--- config.mk ---
export PLATFORM = sky130hd
export DESIGN_NAME = miner_core_nonce_ctrl
export DESIGN_NICKNAME = d
export VERILOG_FILES = /design/src/rtl/miner_core_nonce_ctrl.sv
export SDC_FILE = /design/constraint.sdc
export NUM_CORES = 2
export LEC_CHECK = 0
export BUFFER_PORTS_ARGS = -buffer_cell sky130_fd_sc_hd__buf_4
export CORE_ASPECT_RATIO = 0.5
export CORE_MARGIN = 1.5
export CORE_UTILIZATION = 40
export CTS_BUF_LIST = sky130_fd_sc_hd__clkbuf_8 sky130_fd_sc_hd__clkbuf_16
export CTS_CLUSTER_SIZE = 28
export DETAILED_ROUTE_END_ITERATION = 10
export PLACE_DENSITY = 0.59
export SLEW_MARGIN = 20
export SYNTH_ARGS = -nofsm -noshare
export SYNTH_HDL_FRONTEND = slang
export SYNTH_SLANG_ARGS = --single-unit
--- constraint.sdc ---
create_clock -name i_clk -period 40.3 [get_ports i_clk]
set_input_delay 2.015 -clock i_clk [delete_from_list [all_inputs] [get_ports i_clk]]
set_output_delay 2.015 -clock i_clk [all_outputs]
set_load 0.005 [all_outputs]
--- src/rtl/miner_core_nonce_ctrl.sv ---
// miner_core_nonce_ctrl
//   Upstream sequencer for the miner core. Walks an inclusive nonce range, launches one
//   double-SHA-256 run per nonce on the CCU, compares each final digest against the
//   difficulty target and reports the first winning nonce, range exhaustion or a hung core.
//
// Ports
//   i_clk, i_rst       clock (rising edge), asynchronous active-high reset
//   i_start, i_abort   launch a search (IDLE/DONE only) / cancel from any state
//   i_nonce_base       first nonce, latched on accepted start
//   i_nonce_limit      last nonce (inclusive), latched on accepted start
//   i_target           difficulty target, latched on accepted start
//   i_finished         CCU done strobe, i_digest valid alongside it
//   o_hash_enable      one-cycle launch pulse to the CCU
//   o_nonce            nonce under test, stable from ISSUE through CHECK
//   o_busy             high in ISSUE/WAIT/CHECK
//   o_found, o_exhausted, o_timeout   DONE status levels
//   o_golden_nonce     winning nonce when o_found=1
//   o_hash_count       completed runs in the current search (wraps)
module miner_core_nonce_ctrl #(
    parameter int unsigned NONCE_W  = 32,
    parameter int unsigned DIGEST_W = 256,
    parameter int unsigned TIMEOUT  = 511
) (
    input  logic                i_clk,
    input  logic                i_rst,
    input  logic                i_start,
    input  logic                i_abort,
    input  logic [NONCE_W-1:0]  i_nonce_base,
    input  logic [NONCE_W-1:0]  i_nonce_limit,
    input  logic [DIGEST_W-1:0] i_target,
    input  logic                i_finished,
    input  logic [DIGEST_W-1:0] i_digest,
    output logic                o_hash_enable,
    output logic [NONCE_W-1:0]  o_nonce,
    output logic                o_busy,
    output logic                o_found,
    output logic                o_exhausted,
    output logic                o_timeout,
    output logic [NONCE_W-1:0]  o_golden_nonce,
    output logic [NONCE_W-1:0]  o_hash_count
);

    localparam int unsigned WD_W = 10;
    localparam logic [WD_W-1:0]    WD_LIMIT = WD_W'(TIMEOUT);
    localparam logic [WD_W-1:0]    WD_ONE   = WD_W'(1);
    localparam logic [NONCE_W-1:0] N_ONE    = NONCE_W'(1);

    typedef enum logic [2:0] {
        StIdle  = 3'd0,
        StIssue = 3'd1,
        StWait  = 3'd2,
        StCheck = 3'd3,
        StDone  = 3'd4
    } state_e;

    state_e               r_state,       w_state_next;
    logic [NONCE_W-1:0]   r_nonce,       w_nonce_next;
    logic [NONCE_W-1:0]   r_limit,       w_limit_next;
    logic [DIGEST_W-1:0]  r_target,      w_target_next;
    logic [DIGEST_W-1:0]  r_digest,      w_digest_next;
    logic [WD_W-1:0]      r_wdog,        w_wdog_next;
    logic                 r_found,       w_found_next;
    logic                 r_exhausted,   w_exhausted_next;
    logic                 r_timeout,     w_timeout_next;
    logic [NONCE_W-1:0]   r_golden,      w_golden_next;
    logic [NONCE_W-1:0]   r_hash_count,  w_hash_count_next;
    logic                 w_hash_enable;

    always_ff @(posedge i_clk or posedge i_rst) begin
        if (i_rst) begin
            r_state      <= StIdle;
            r_nonce      <= '0;
            r_limit      <= '0;
            r_target     <= '0;
            r_digest     <= '0;
            r_wdog       <= '0;
            r_found      <= 1'b0;
            r_exhausted  <= 1'b0;
            r_timeout    <= 1'b0;
            r_golden     <= '0;
            r_hash_count <= '0;
        end else begin
            r_state      <= w_state_next;
            r_nonce      <= w_nonce_next;
            r_limit      <= w_limit_next;
            r_target     <= w_target_next;
            r_digest     <= w_digest_next;
            r_wdog       <= w_wdog_next;
            r_found      <= w_found_next;
            r_exhausted  <= w_exhausted_next;
            r_timeout    <= w_timeout_next;
            r_golden     <= w_golden_next;
            r_hash_count <= w_hash_count_next;
        end
    end

    always_comb begin
        w_state_next      = r_state;
        w_nonce_next      = r_nonce;
        w_limit_next      = r_limit;
        w_target_next     = r_target;
        w_digest_next     = r_digest;
        w_wdog_next       = r_wdog;
        w_found_next      = r_found;
        w_exhausted_next  = r_exhausted;
        w_timeout_next    = r_timeout;
        w_golden_next     = r_golden;
        w_hash_count_next = r_hash_count;
        w_hash_enable     = 1'b0;

        if (i_abort) begin
            // Abort outranks everything, including a simultaneous start.
            w_state_next      = StIdle;
            w_found_next      = 1'b0;
            w_exhausted_next  = 1'b0;
            w_timeout_next    = 1'b0;
            w_golden_next     = '0;
            w_hash_count_next = '0;
        end else begin
            case (r_state)
                StIdle, StDone: begin
                    if (i_start) begin
                        w_nonce_next      = i_nonce_base;
                        w_limit_next      = i_nonce_limit;
                        w_target_next     = i_target;
                        w_found_next      = 1'b0;
                        w_exhausted_next  = 1'b0;
                        w_timeout_next    = 1'b0;
                        w_golden_next     = '0;
                        w_hash_count_next = '0;
                        w_state_next      = StIssue;
                    end
                end
                StIssue: begin
                    w_hash_enable = 1'b1;
                    w_wdog_next   = '0;
                    w_state_next  = StWait;
                end
                StWait: begin
                    // A finish on the same edge as watchdog expiry still counts.
                    if (i_finished) begin
                        w_digest_next     = i_digest;
                        w_hash_count_next = r_hash_count + N_ONE;
                        w_state_next      = StCheck;
                    end else if (r_wdog == WD_LIMIT) begin
                        w_timeout_next = 1'b1;
                        w_state_next   = StDone;
                    end else begin
                        w_wdog_next = r_wdog + WD_ONE;
                    end
                end
                StCheck: begin
                    if (r_digest < r_target) begin
                        w_golden_next = r_nonce;
                        w_found_next  = 1'b1;
                        w_state_next  = StDone;
                    end else if (r_nonce == r_limit) begin
                        w_exhausted_next = 1'b1;
                        w_state_next     = StDone;
                    end else begin
                        // Wraps through all-ones to zero when limit < base.
                        w_nonce_next = r_nonce + N_ONE;
                        w_state_next = StIssue;
                    end
                end
                default: w_state_next = StIdle;
            endcase
        end
    end

    assign o_hash_enable  = w_hash_enable;
    assign o_nonce        = r_nonce;
    assign o_busy         = (r_state == StIssue) || (r_state == StWait) || (r_state == StCheck);
    assign o_found        = r_found;
    assign o_exhausted    = r_exhausted;
    assign o_timeout      = r_timeout;
    assign o_golden_nonce = r_golden;
    assign o_hash_count   = r_hash_count;

endmodule

Yosys cells after proc, flatten, opt, wreduce, memory -nomap -nowiden
Cells that the tools add are included.
{ "totals": {"ff_bits": 656, "inputBits": 581, "output_inout_bits": 101} }
{ "classes": {"add_sub_neg": 3, "order_cmp": 1, "n_eq_ne": 19, "muxes": 35, "n_bitwise": 1, "reduce_logical": 17} }
{ "op_table": {"columns": ["cell", "count"], "rows": [
  ["$lt A256 B256 Y1", 1],
  ["$mux W32", 8],
  ["$pmux W32 S2", 3],
  ["$add A32 B1 Y32 const B", 2],
  ["$eq A32 B32 Y1", 1],
  ["$ne A3 B3 Y1 const B", 7],
  ["$mux W10", 2],
  ["$pmux W10 S2", 1],
  ["$mux W3", 6],
  ["$pmux W3 S4", 1],
  ["$reduce_and A3 Y1", 4],
  ["$reduce_and A4 Y1", 3],
  ["$mux W1", 11],
  ["$add A10 B1 Y10 const B", 1],
  ["$eq A10 B9 Y1 const B", 1],
  ["$ne A2 B2 Y1 const B", 5],
  ["$eq A3 B2 Y1 const B", 2],
  ["$pmux W1 S2", 3],
  ["$reduce_bool A3 Y1", 2],
  ["$reduce_and A5 Y1", 1],
  ["$ne A4 B4 Y1 const B", 1],
  ["$reduce_bool A2 Y1", 2],
  ["$eq A3 B1 Y1 const B", 1],
  ["$eq A3 B3 Y1 const B", 1],
  ["other kinds (5)", 6]
]} }

Longest topological paths before layout
{ "logic_depth": {"word_depth": 5, "depth_mapped": 15, "depth_no_buf": 12} }

Least setup slack after synthesis
Ideal clock, no wire load.
{ "synth_path": {"path_type": "input to output", "from": "input i_abort", "to": "output o_hash_enable", "arrival_time_ns": 2.631, "path_slack_ns": 35.654, "cell_stages": 1, "path_cell_list": "nor4b_2"} }
{ "synth_between": {"elab_chain_cells": 1} }
{ "synth_lines": {"columns": ["element", "line_no", "text"], "rows": [
  ["from (decl)", "27", "input logic i_abort,"],
  ["$mux W1", "111", "if (i_abort) begin"],
  ["to (decl)", "33", "output logic o_hash_enable,"]
]} }
No other way between the ends.

Worst setup path after layout
Same ends and word-level chain as after synthesis.

==> results.tsv <==
stage	metric	value	unit
outcome	outcome	finished, final reports clean	
logic_synthesis	most used flip-flop cell after synthesis	dfrtp_1	
clock_tree	clock tree root driver cell	clkbuf_16	
floorplan	initial standard-cell utilization of the core	0.408	
setup_path	critical path fanouts, max	52	
finish	Post-layout nets	5140	
sta	Setup violations, final	0	
grt	number of global-route vias before repair	27800	
setup_path	start of the worst register-to-register path	r_digest[49]	
setup_path	start point of the critical path	i_abort	
grt	antenna violations before repair	22	
route	via count	27600	
sta	count of pins over their slew limit	0	
logic_synthesis	net count after synthesis	4541	
sta	setup total negative slack	0	ns
floorplan	number of placement rows	73	
clock_tree	maximum number of buffers from clock root to sink	3	
setup_path	CP Capture Point	o_hash_enable	
sta	final setup skew	0.0215	ns
logic_synthesis	Synth async-reset ratio	1.00	
floorplan	standard cell core area	80200	µm²
sta	number of hold violations in the final report	0	
clock_tree	TritonCTS Buffers	66	
sta	pin slew with the least headroom to its limit	1.09	ns
placed_design	last weighted congestion value of the routability-driven placer	0.845	
power_and_ir_drop	IR Drop Worst-Case VDD	0.0348	mV
route	First-pass DRT Iterations	5	
flow_run	max capacitance violation total	0	
logic_synthesis	cell area after synthesis	32700	µm²
placed_design	Port Buffers	681	
clock_tree	H-tree depth	3	
route	ratio of routed vias to standard cells	5.05	
setup_path	R2R Path End	o_golden_nonce[7]	
floorplan	full die area	83600	µm²
setup_path	data arrival at the endpoint of the critical path	3.48	ns
setup_path	worst-case reg-to-reg path depth	12	
sta	shortest period the worst path allows	5.49	ns
worst_hold_path	hold crit path type	flip-flop to flip-flop	
floorplan	die outline width	407	µm
logic_synthesis	cells after synthesis	3702	
route	overall routed net length	101	mm
sta	setup repair after global routing missed its margin	no	
grt	wire length of the first global-routing pass	156	mm
grt	overall routing resource usage	0.239	
route	initial detailed-routing violation count	1588	
route	post-route ant nets	0	
clock_tree	Clock Sink Count	656	
sta	least setup slack across all paths after layout	34.81	ns
sta	Peak Freq	182	MHz
finish	area added between synthesis and finish	25.5	%
finish	fillers	7664	
logic_synthesis	Avg Synthesized Cell Area	8.83	µm²
setup_path	Critical Path Sink Type	primary output	
placed_design	post-placement setup slack	34.45	ns
clock_tree	Post-CTS Resized	0	
setup_path	required time of the critical path	38.28	ns
logic_synthesis	count of flip-flops with a built-in enable after synthesis	0	
setup_path	type of the worst setup path	input port to primary output	
power_and_ir_drop	power per cell area	67.3	nW/µm²
grt	maximum number of pins on one net before global-route repair	219	
sta	Max-Slew Margin vs Limit	0.276	
clock_tree	Setup Buffers After CTS	0	
sta	share of the cycle needed by the critical path after routing	0.136	
logic_synthesis	cell taking the most area after synthesis	dfrtp_1	
route	routed len/inst	18.6	µm
logic_synthesis	Synthesis Warnings	0	
placed_design	standard cell area after detailed placement	38700	µm²
logic_synthesis	count of state elements after synthesis	656	
logic_synthesis	cell types occupying the most area after synthesis	dfrtp_1 (50%), nand2_1 (14%), ha_1 (9.9%)	
finish	design area	41000	µm²
logic_synthesis	number of distinct library cells after synthesis	73	
floorplan	y dimension of the die	205	µm
clock_tree	Clk Latency, worst-skew pair	0.64	ns
route	DRC violations left	0	
floorplan	I/O pin cnt	682	
placed_design	HPWL Detailed	73.9	mm
logic_synthesis	proportion of synthesized chip area in sequential cells	0.502	
grt	final global-route overflow total	0	
setup_path	reg2reg setup slack	35.69	ns
finish	fraction of layout cells with a size suffix above 1	0.193	
clock_tree	number of hold buffers added after cts	0	
logic_synthesis	proportion of netlist area held by the largest area contributor	0.502	
setup_path	type of element launching the critical path	input port	
power_and_ir_drop	Static Leakage	21.4	nW
clock_tree	Clock transition at path regs	0.06	ns
clock_tree	CTS tree	built	
stage by stage:
| stage | instances | hold WS (ns) | power [mW] | util |
|---|---|---|---|---|
| 6_report | 5462 | 0.476 | 2.76 | 0.512 |
| 5_1_grt | 5462 | 0.496 | 3.00 | 0.512 |
| 4_1_cts | 5439 | 0.476 | 2.78 | 0.511 |
| 3_5_place_dp | 5320 | 0.461 | 2.12 | 0.483 |
| 3_3_place_gp | 5320 | 0.457 | 2.08 | 0.483 |
| 2_1_floorplan | 3702 | 0.437 | 1.79 | - |
cells by family after synthesis:
kind of cell,count (synthesis),share of synthesized area
adders and majority gates,258,0.0987
and+or+nand+nor,1631,0.210
AOI/OAI and AO/OA,625,0.112
muxes,35,0.0108
buffers and inverters,445,0.0529
xor gates and xnor gates,52,0.0139
DFF,656,0.502
worst max-delay path: stages:
cell	delay [ns]
buf_4	0.26
nor4b_2	0.93
buf_4	0.26
worst min-delay path by stage:
stage	start	endpoint	slack (ns)	cells after the start
final	r_digest[230]	r_digest[230]	0.48	2
after global routing	r_digest[218]	r_digest[218]	0.50	2
after CTS	r_digest[0]	r_digest[0]	0.48	2
after detailed placement	r_digest[0]	r_digest[0]	0.46	2
after global placement	r_digest[0]	r_digest[0]	0.46	2
after floorplan	r_digest[0]	r_digest[0]	0.44	2
final cells by class:
type                    count  area (µm²)  area share
diodes                     23        57.6     0.00140
clock buffers              83        1940      0.0473
clock inverters            36         312     0.00759
inverters                 270        1020      0.0249
multi-input cells        2601       14600       0.356
flip-flops and latches    656       16400       0.400
well taps                1087        1360      0.0331
repair buffers            706        5320       0.130
cells in the final DEF (no fill, tap or decap), drive strengths merged, types with 44 or more instances in the layout:
| cell | Yosys | layout |
|---|---|---|
| a21o | 51 | 51 |
| a21oi | 114 | 114 |
| buf | 23 | 706 |
| clkbuf | 152 | 83 |
| dfrtp | 656 | 656 |
| ha | 258 | 258 |
| inv | 270 | 280 |
| nand2 | 1262 | 1262 |
| nand2b | 47 | 47 |
| nand4 | 70 | 70 |
| nor2 | 81 | 81 |
| o21ai | 334 | 334 |
| xor2 | 44 | 44 |
cells in the mapped netlist (5+ instances only):
library cell and instances:
nand2_1 1261, dfrtp_1 656, o21ai_0 324, inv_1 270, ha_1 258, clkbuf_1 152
a21oi_1 114, nor2_1 81, nand4_1 69, a21o_1 51, nand2b_1 47, xor2_1 44
mux2i_1 34, nor3_1 31, nor4_1 30, nand3_1 28, or3_1 24, and3_1 17
a31oi_1 16, a2111oi_0 12, o311ai_1 12, o211ai_1 10, buf_1 9, nor2b_1 9
o21ai_1 9, o32a_1 9, a22oi_1 8, xnor2_1 8, o22ai_1 7, a211oi_1 6
and2_1 6, buf_2 6, and4_1 5, o221ai_1 5, or4_1 5
state kept, by name, summed over array words and instances, names as in the netlist:
name and flops:
r_state 3, r_target 256, o_exhausted 1, o_timeout 1, r_wdog 10, o_hash_count 32
o_golden_nonce 32, r_limit 32, o_nonce 32, r_digest 256, o_found 1
power breakdown:
group	internal [mW]	total [mW]	switching, mW
Clock	0.374	0.652	0.279
Combinational	0.425	1.01	0.584
Sequential	0.932	1.10	0.166
metal layers:
metal,share of wire,GRT usage
met1,0.41,0.290
met2,0.52,0.424
met3,0.032,0.0326
met4,0.040,0.115
met5,0,0
Note: power is estimated with default switching activity, not from simulation.
